===== src/rtl/charge_session_ctrl_pkg.sv =====
// Shared state encoding and default sizing for the charger session controller.
package charge_session_ctrl_pkg;

    typedef enum logic [1:0] {
        ST_IDLE     = 2'd0,
        ST_ARMED    = 2'd1,
        ST_CHARGING = 2'd2,
        ST_DONE     = 2'd3
    } state_t;

    localparam int unsigned TICKS_PER_SEC_DEF = 1000;
    localparam int unsigned CREDIT_W_DEF      = 14;

    // Counter width able to hold 0..n-1, never narrower than one bit.
    function automatic int unsigned cnt_width(input int unsigned n);
        return (n > 1) ? $clog2(n) : 1;
    endfunction

endpackage


===== src/rtl/charge_session_ctrl_tick_divider.sv =====
// Prescaler producing a one-cycle sec_tick every TICKS_PER_SEC enabled cycles.
module tick_divider
    import charge_session_ctrl_pkg::*;
#(
    parameter int unsigned TICKS_PER_SEC = TICKS_PER_SEC_DEF
) (
    input  logic clk,
    input  logic reset,
    input  logic clear,
    input  logic enable,
    output logic sec_tick
);

    localparam int unsigned      CNT_W    = cnt_width(TICKS_PER_SEC);
    localparam logic [CNT_W-1:0] CNT_LAST = CNT_W'(TICKS_PER_SEC - 1);

    logic [CNT_W-1:0] cnt_q;

    // Count enabled cycles, wrapping at TICKS_PER_SEC; clear wins over counting.
    always_ff @(posedge clk or posedge reset) begin
        if (reset) begin
            cnt_q <= '0;
        end else if (clear) begin
            cnt_q <= '0;
        end else if (enable) begin
            cnt_q <= (cnt_q == CNT_LAST) ? '0 : cnt_q + CNT_W'(1);
        end
    end

    // Tick is decoded from the count so the FSM can act on the wrap edge itself.
    assign sec_tick = enable && (cnt_q == CNT_LAST);

endmodule


===== src/rtl/charge_session_ctrl.sv =====
// Coin-operated charger session FSM: credit accumulation, arming, charge countdown, done hold.
module charge_session_ctrl
    import charge_session_ctrl_pkg::*;
#(
    parameter int unsigned TICKS_PER_SEC = TICKS_PER_SEC_DEF,
    parameter int unsigned SEC_PER_COIN  = 60,
    parameter int unsigned MAX_CREDIT    = 9999,
    parameter int unsigned WAIT_TIMEOUT  = 10,
    parameter int unsigned DONE_HOLD     = 3,
    parameter int unsigned CREDIT_W      = CREDIT_W_DEF
) (
    input  logic                clk,
    input  logic                reset,
    input  logic                coin,
    input  logic                start_btn,
    input  logic                cancel_btn,
    output logic                charging,
    output logic [CREDIT_W-1:0] credit_sec,
    output logic [1:0]          state,
    output logic                coin_reject,
    output logic                done_pulse
);

    localparam int unsigned SUM_W   = CREDIT_W + 1;
    localparam int unsigned SEC_MAX = (WAIT_TIMEOUT > DONE_HOLD) ? WAIT_TIMEOUT : DONE_HOLD;
    localparam int unsigned SEC_W   = cnt_width(SEC_MAX + 1);

    state_t              state_q, state_nx;
    logic [CREDIT_W-1:0] credit_q, credit_nx, credit_base;
    logic [SEC_W-1:0]    sec_q, sec_nx, sec_inc;
    logic [SUM_W-1:0]    coin_sum;
    logic                coin_fits, coin_live, coin_ok, cancel_live;
    logic                reject_nx;
    logic                sec_tick, presc_clear, presc_en;

    // Prescaler runs outside IDLE and restarts on every state change.
    assign presc_en    = (state_q != ST_IDLE);
    assign presc_clear = (state_nx != state_q) || (state_q == ST_IDLE);

    tick_divider #(
        .TICKS_PER_SEC(TICKS_PER_SEC)
    ) u_tick_divider (
        .clk     (clk),
        .reset   (reset),
        .clear   (presc_clear),
        .enable  (presc_en),
        .sec_tick(sec_tick)
    );

    // Fold the charge-tick decrement in first so a coin on a tick lands on credit-1.
    always_comb begin
        credit_base = credit_q;
        if ((state_q == ST_CHARGING) && sec_tick && (credit_q != '0)) begin
            credit_base = credit_q - CREDIT_W'(1);
        end
    end

    // Coin add is one bit wider than credit so the ceiling check cannot wrap.
    assign coin_sum    = {1'b0, credit_base} + SUM_W'(SEC_PER_COIN);
    assign coin_fits   = (coin_sum <= SUM_W'(MAX_CREDIT));
    assign cancel_live = cancel_btn && ((state_q == ST_ARMED) || (state_q == ST_CHARGING));
    assign coin_live   = coin && !cancel_live;
    assign coin_ok     = coin_live && coin_fits;
    assign sec_inc     = sec_q + SEC_W'(1);

    // Next-state, credit and second-counter logic; priority cancel > coin > start.
    always_comb begin
        state_nx  = state_q;
        credit_nx = credit_q;
        sec_nx    = sec_q;
        reject_nx = coin_live && !coin_fits;

        case (state_q)
            ST_IDLE: begin
                if (coin_ok) begin
                    state_nx  = ST_ARMED;
                    credit_nx = coin_sum[CREDIT_W-1:0];
                end
            end
            ST_ARMED: begin
                if (cancel_live) begin
                    state_nx  = ST_IDLE;
                    credit_nx = '0;
                end else if (coin_ok) begin
                    credit_nx = coin_sum[CREDIT_W-1:0];
                    sec_nx    = '0;
                end else if (start_btn && !coin) begin
                    state_nx = ST_CHARGING;
                end else if (sec_tick) begin
                    if (sec_inc == SEC_W'(WAIT_TIMEOUT)) begin
                        state_nx  = ST_IDLE;
                        credit_nx = '0;
                    end else begin
                        sec_nx = sec_inc;
                    end
                end
            end
            ST_CHARGING: begin
                if (cancel_live) begin
                    state_nx  = ST_DONE;
                    credit_nx = '0;
                end else if (coin_ok) begin
                    credit_nx = coin_sum[CREDIT_W-1:0];
                end else if (sec_tick) begin
                    credit_nx = credit_base;
                    if (credit_base == '0) begin
                        state_nx = ST_DONE;
                    end
                end
            end
            ST_DONE: begin
                if (coin_ok) begin
                    state_nx  = ST_ARMED;
                    credit_nx = coin_sum[CREDIT_W-1:0];
                end else if (sec_tick) begin
                    if (sec_inc == SEC_W'(DONE_HOLD)) begin
                        state_nx  = ST_IDLE;
                        credit_nx = '0;
                    end else begin
                        sec_nx = sec_inc;
                    end
                end
            end
            default: begin
                state_nx  = ST_IDLE;
                credit_nx = '0;
            end
        endcase

        if (state_nx != state_q) begin
            sec_nx = '0;
        end
    end

    // State, credit, second counter and registered outputs.
    always_ff @(posedge clk or posedge reset) begin
        if (reset) begin
            state_q     <= ST_IDLE;
            credit_q    <= '0;
            sec_q       <= '0;
            charging    <= 1'b0;
            coin_reject <= 1'b0;
            done_pulse  <= 1'b0;
        end else begin
            state_q     <= state_nx;
            credit_q    <= credit_nx;
            sec_q       <= sec_nx;
            charging    <= (state_nx == ST_CHARGING);
            coin_reject <= reject_nx;
            done_pulse  <= (state_nx == ST_DONE) && (state_q != ST_DONE);
        end
    end

    assign state      = state_q;
    assign credit_sec = credit_q;

endmodule

===== config.mk =====
export PLATFORM = sky130hd
export DESIGN_NAME = charge_session_ctrl
export DESIGN_NICKNAME = d
export VERILOG_FILES = /design/src/rtl/charge_session_ctrl_pkg.sv /design/src/rtl/charge_session_ctrl_tick_divider.sv /design/src/rtl/charge_session_ctrl.sv
export SDC_FILE = /design/constraint.sdc
export NUM_CORES = 1
export LEC_CHECK = 0
export BUFFER_PORTS_ARGS = -buffer_cell sky130_fd_sc_hd__buf_2
export CORE_MARGIN = 2
export CORE_UTILIZATION = 55
export DETAILED_ROUTE_END_ITERATION = 10
export PLACE_DENSITY = 0.77
export SLEW_MARGIN = 30
export SYNTH_ARGS = -nofsm -noshare
export SYNTH_HDL_FRONTEND = slang
export SYNTH_SLANG_ARGS = --single-unit

===== constraint.sdc =====
create_clock -name clk -period 5.13 [get_ports clk]
set_input_delay 1.026 -clock clk [delete_from_list [all_inputs] [get_ports clk]]
set_output_delay 1.026 -clock clk [all_outputs]
set_load 0.05 [all_outputs]

## Word level (Yosys, flattened, before mapping)

Index checks and enable logic that the tools add are counted.

- Add/subtract/negate cells: 4
- Multipliers: 0
- Div/mod/pow operators: 0
- Order comparisons: 1
- Equality and inequality tests: 24
- Shift-type cells: 0
- Mux-type cells: 41
- Bitwise gates (word level): 0
- Reduce and logical (&&, ||, !) cells: 22

Operators with widths:

| cell | number |
|---|---|
| $mux 14 | 13 |
| $pmux 14 s4 | 1 |
| $mux 4 | 9 |
| $mux 10 | 3 |
| $mux 2 | 13 |
| $ne 4x4->1 const B | 6 |
| $ne 3x3->1 const B | 6 |
| $add 14x6->15 const B | 1 |
| $le 15x14->1 const B | 1 |
| $logic_not 14->1 | 1 |
| $reduce_bool 14->1 | 1 |
| $sub 14x1->14 const B | 1 |
| $add 10x1->10 const B | 1 |
| $eq 10x10->1 const B | 1 |
| $logic_and 1x1->1 | 9 |
| $eq 2x2->1 const B | 4 |
| $pmux 2 s4 | 1 |
| $pmux 4 s2 | 1 |
| $reduce_and 8->1 | 1 |
| $reduce_and 7->1 | 1 |
| $add 4x1->4 const B | 1 |
| $eq 4x2->1 const B | 1 |
| $eq 4x4->1 const B | 1 |
| $ne 2x2->1 const B | 2 |
| 8 further kinds | 12 |

- Flip-flop bits (word level): 33
- Bits in latches: 0
- Bits in writable memories: 0
- ROM bits: 0
- Input bits: 5
- Output and inout bits: 19
- Word-level logic and storage cells: 99
- Memories kept: 0

## Logic depth before layout (Yosys ltp)

- Word-level depth: 14
- Depth in mapped cells: 24

## Cells and area by module

From an unflattened synthesis, not the netlist that was laid out.

- Cells, all modules: 420
- Area, all modules: 3414.5 um^2

By module, submodules not included:

| module | instances | cells an instance | area an instance (um^2) | sequential area each (um^2) |
|---|---|---|---|---|
| charge_session_ctrl | 1 | 363 | 2859.0 | 575.6 |
| tick_divider | 1 | 57 | 555.5 | 250.2 |

## Least setup slack after synthesis

Ideal clock, no wire load.

- Kind: reg2reg
- Start point: register credit_q[0], in the netlist credit_sec[0]
- End point: register u_tick_divider.cnt_q[4]
- Library setup time: 139 ps
- Arrival time: 4965 ps
- Data required time: 4991 ps
- Path slack: 26 ps
- Cell stages (with the launch flop): 19
- Buffers on the path: 2
- Clock period less this slack: 5104 ps
- Cells stage by stage: dfrtp_1 > inv_1 > ha_1 > or4b_1 > nor4_4 > clkbuf_1 > nor2_1 > nand2_1 > xor2_1 > ha_1 > a21boi_1 > a2111oi_0 > a211o_1 > a32o_1 > o21a_1 > o32a_1 > o22ai_2 > buf_2 > nor4_2

- Cells in the longest elaborated chain, start to end: 12

Ends and longest elaborated chain:

| item | RTL line | text |
|---|---|---|
| start, declared | charge_session_ctrl.sv:29 | `logic [CREDIT_W-1:0] credit_q, credit_nx, credit_base;` |
| start signal, assigned | charge_session_ctrl.sv:146 | `credit_q <= credit_nx;` |
| branches (longest 2 deep; another with $sub 14x1->14) | n/a |  |
| $mux 14 * | charge_session_ctrl.sv:53 | `if ((state_q == ST_CHARGING) && sec_tick && (credit_q != '0)) begin` |
| $add 14x6->15 / $logic_not 14->1 (equally long branches) | charge_session_ctrl.sv:59, charge_session_ctrl.sv:106 |  |
| $le 15x14->1 / $mux 2 (equally long branches) | charge_session_ctrl.sv:60, charge_session_ctrl.sv:106 |  |
| $logic_and 1x1->1 / $mux 2 (equally long branches) | charge_session_ctrl.sv:63, charge_session_ctrl.sv:104 |  |
| $mux 2 (on tied branches) | charge_session_ctrl.sv:102, charge_session_ctrl.sv:84 |  |
| $mux 2 (on tied branches) | charge_session_ctrl.sv:99, charge_session_ctrl.sv:81 |  |
| $pmux 2 s4 * | charge_session_ctrl.sv:73 | `case (state_q)` |
| $ne 2x2->1 * | charge_session_ctrl.sv:38 | `assign presc_clear = (state_nx != state_q) \|\| (state_q == ST_IDLE);` |
| $logic_or 1x1->1 * | charge_session_ctrl.sv:38 |  |
| $mux 10 / $reduce_bool 2->1 (equally long branches) | n/a |  |
| end signal, assigned | charge_session_ctrl_tick_divider.sv:26 | `cnt_q <= (cnt_q == CNT_LAST) ? '0 : cnt_q + CNT_W'(1);` |
| end, declared | charge_session_ctrl_tick_divider.sv:17 | `logic [CNT_W-1:0] cnt_q;` |

Mark *: on every way between the ends.
A chain may end at the register's enable or synchronous reset.

## Final worst setup path

- Start point: register credit_q[1], in the netlist credit_sec[1]
- End point: register sec_q[3]

- Cells in the longest elaborated chain, start to end: 12

Ends and longest elaborated chain:

| item | RTL line | text |
|---|---|---|
| branches (longest 2 deep; another with $sub 14x1->14) | n/a |  |
| $mux 14 * | charge_session_ctrl.sv:53 |  |
| $add 14x6->15 / $logic_not 14->1 (equally long branches) | charge_session_ctrl.sv:59, charge_session_ctrl.sv:106 |  |
| $le 15x14->1 / $mux 2 (equally long branches) | charge_session_ctrl.sv:60, charge_session_ctrl.sv:106 |  |
| $logic_and 1x1->1 / $mux 2 (equally long branches) | charge_session_ctrl.sv:63, charge_session_ctrl.sv:104 |  |
| $mux 2 (on tied branches) | charge_session_ctrl.sv:102, charge_session_ctrl.sv:84 |  |
| $mux 2 (on tied branches) | charge_session_ctrl.sv:99, charge_session_ctrl.sv:81 |  |
| $pmux 2 s4 | charge_session_ctrl.sv:73 |  |
| $ne 2x2->1 | charge_session_ctrl.sv:130 | `if (state_nx != state_q) begin` |
| $ne 4x4->1 (no line) (tied with other cells) | n/a |  |
| $reduce_and 8->1 (no line) | n/a |  |
| end signal, assigned | charge_session_ctrl.sv:147 | `sec_q <= sec_nx;` |
| end, declared | charge_session_ctrl.sv:30 | `logic [SEC_W-1:0] sec_q, sec_nx, sec_inc;` |

Mark *: on every way between the ends. The select of a mux whose other input is x is not followed.

==> qor.yml <==
run_status:
  status: "finished, final reports clean"
clocking:
  cts.clk_slew.worst_paths_ps: 80
  cts_made_buffers: 5
  htree_levels: 2
  clkLatencyLatePin_ps: 300
  cts_hold_buf: 0
  tritoncts: "done"
  cts.sinks: 33
  clockRootBuffer: "clkbuf_8"
  clk_path_buf_depth: 2
synth:
  ys.flop_type: "dfrtp_1"
  synthesis.area_um2: 3340
  synthCells: 416
  synth_top_cell_by_area: "dfrtp_1"
  synth.avg_cell_area_um2: 8.02
  async_flop_share: 1.00
  synth_fp_nets: 435
  synth_cell_type_count: 75
  synth-edff-count: 0
  synth.yosys.seq_area_share: 0.247
  ys_warn_count: 0
  ys_top_cells_by_count: "nor2_1 (43), nand2_1 (37), dfrtp_1 (33)"
  synth_most_common_cell: "nor2_1"
  synth_area_leaders: "dfrtp_1 (25%), ha_1 (5.2%), nor2_1 (4.8%)"
  synth_seq_cells: 33
  synth_top_area_frac: 0.247
die:
  num_io_pins: 24
  placementRows: 28
  start_util: 0.567
  fp.dieW_um: 81.9
  coreArea_um2: 5890
  die_h_um: 81.9
  dieArea_um2: 6710
timing:
  hold_viol_final: 0
  maxSlewViolCount: 0
  clock_skew_ps: 12.0
  final-setup-viol-count: 0
  tns_ps: 0
  max_clock_freq_mhz: 204
  max_slew.worst_pin.slew_ps: 841
  fin_crit_sh: 0.953
  relSlewSlack: 0.434
  period_needed_ps: 4890
  finalWorstSetupSlack_ps: 239
  worst_hold_slack_ps: 486
  rsz0062_at_grt: "no"
place:
  io_buffers: 23
  detailed_place.area_um2: 3680
  hpwl_mm: 7.52
  place_congestion: 1.07
  place_ws_ps: 64.1
route:
  routed_wl_mm: 10.4
  drtIter0Drc: 558
  num_vias: 3697
  drc: 0
  drt-pass1-iter-count: 5
  wl_per_cell_um: 19.5
  wl_met3_mm: 1.04
  ant_nets: 0
  dr_wl_met2_mm: 4.71
  viasPerCell: 6.90
  wl_met1_mm: 4.53
  top_layer: "met4"
global_routing:
  grt_usage: 0.322
  grt_pass1_wl_mm: 16.8
  grt_start_max_net_pins: 34
  grt_pass1_vias: 3332
  antenna_found_initial: 0
  grt-ovfl-total: 0
power:
  leakage_nw: 1.52
  power_density_nw_per_um2: 530
  irDropWorstVdd_mv: 0.326
finish:
  final_layout_size_suffix_gt1_frac: 0.221
  n_antenna_cell: 0
  nNetsFinal: 479
  final_design_area_no_fill_um2: 3920
  area_growth_pct: 17.3
critical_path:
  worst-r2r-cell-count: 18
  worstSetupPathType: "register to register"
  critPathArrivalTime_ps: 5090
  end_kind: "register"
  startpoint_type: "register"
  critPathRequiredTime_ps: 5330
  cp_max_fo: 14
run:
  drv_cap: 0
hold_path:
  hold_class: "register to register"
  holdPathStages: 1
metal layers:
metal | vias up | GRT usage
met4 | 0 | 0.0833
met1 | 1735 | 0.461
met2 | 233 | 0.503
met3 | 23 | 0.0484
li1 | 1706 | -
met5 | - | 0
where the power goes:
part	switching (W)	total [W]	internal (W)
clock network	0.000114	0.000260	0.000146
registers	0.0000627	0.000379	0.000316
logic	0.000945	0.00144	0.000493
critical path, stage by stage, from the launching register on:
cell and delay, ps:
dfrtp_2 450, inv_1 90, ha_1 140, or4b_4 480
or4_4 550, nand2_1 110, or3_1 120, a21oi_1 80
ha_2 230, and3_1 190, a32oi_1 200, o32ai_1 100
o31ai_1 280, o31ai_1 110, a32o_2 320, o21a_2 270
o32a_4 440, o211a_4 330, a311oi_1 280
stage by stage:
stage	util	cells	total power [W]
final	0.665	536	0.00208
after global routing	0.665	536	0.00220
after CTS	0.645	533	0.00196
after detailed placement	0.625	525	0.00170
after global placement	0.625	525	0.00167
after floorplan	-	416	0.00133
cell families (layout without fill, tap and decap cells):
family	count (synthesis)	in the layout	share of synthesized area
muxes	7	7	0.0214
adders and majority gates	14	14	0.0525
xor gates and xnor gates	17	17	0.0446
buffers and inverters	35	79	0.0450
and+or+nand+nor	203	203	0.341
AOI/OAI and AO/OA	107	108	0.248
DFF	33	33	0.247
final cells by class:
cell class	count	area [µm²]
clock buffers	5	68.8
flip-flops and latches	33	828
fillers	486	1970
repair buffers	55	355
well taps	75	93.8
clock inverters	3	46.3
inverters	16	60.1
multi-input cells	349	2460
flip-flops by register name, summed over array words and instances, names as in the netlist:
signal and flops:
charging 1, coin_reject 1, state 2, credit_sec 14, u_tick_divider.cnt_q 10, sec_q 4
done_pulse 1
layout by cell type (no fill, tap or decap), types with 14 or more instances in the layout:
cell type / Yosys / routed
nand4_1: 15 / 15
inv_1: 16 / 15
dfrtp_1: 33 / 31
nor2_1: 43 / 42
nand2_1: 37 / 37
buf_2: 3 / 23
nand3_1: 14 / 14
nor3_1: 22 / 22
o21ai_0: 15 / 15
buf_4: 0 / 32
repair_timing:
item / CTS / global route
setup endpoints to repair: 0 / 17
hold endpoints to repair: 0 / 0
setup buffers: 0 / 2
gates resized for setup: 0 / 20
path summary, 6_finish.rpt:
path,startpoint,endpoint,slack [ps]
min in group asynchronous,reset,u_tick_divider.cnt_q[4],810
setup / recovery,credit_sec[1],sec_q[3],240
max in group asynchronous,reset,state[1],3960
hold / removal,u_tick_divider.cnt_q[0],u_tick_divider.cnt_q[0],490
hold reg to reg,u_tick_divider.cnt_q[0],u_tick_divider.cnt_q[0],490
setup reg to reg,credit_sec[1],sec_q[3],240
Note: power is estimated with default switching activity, not from simulation.
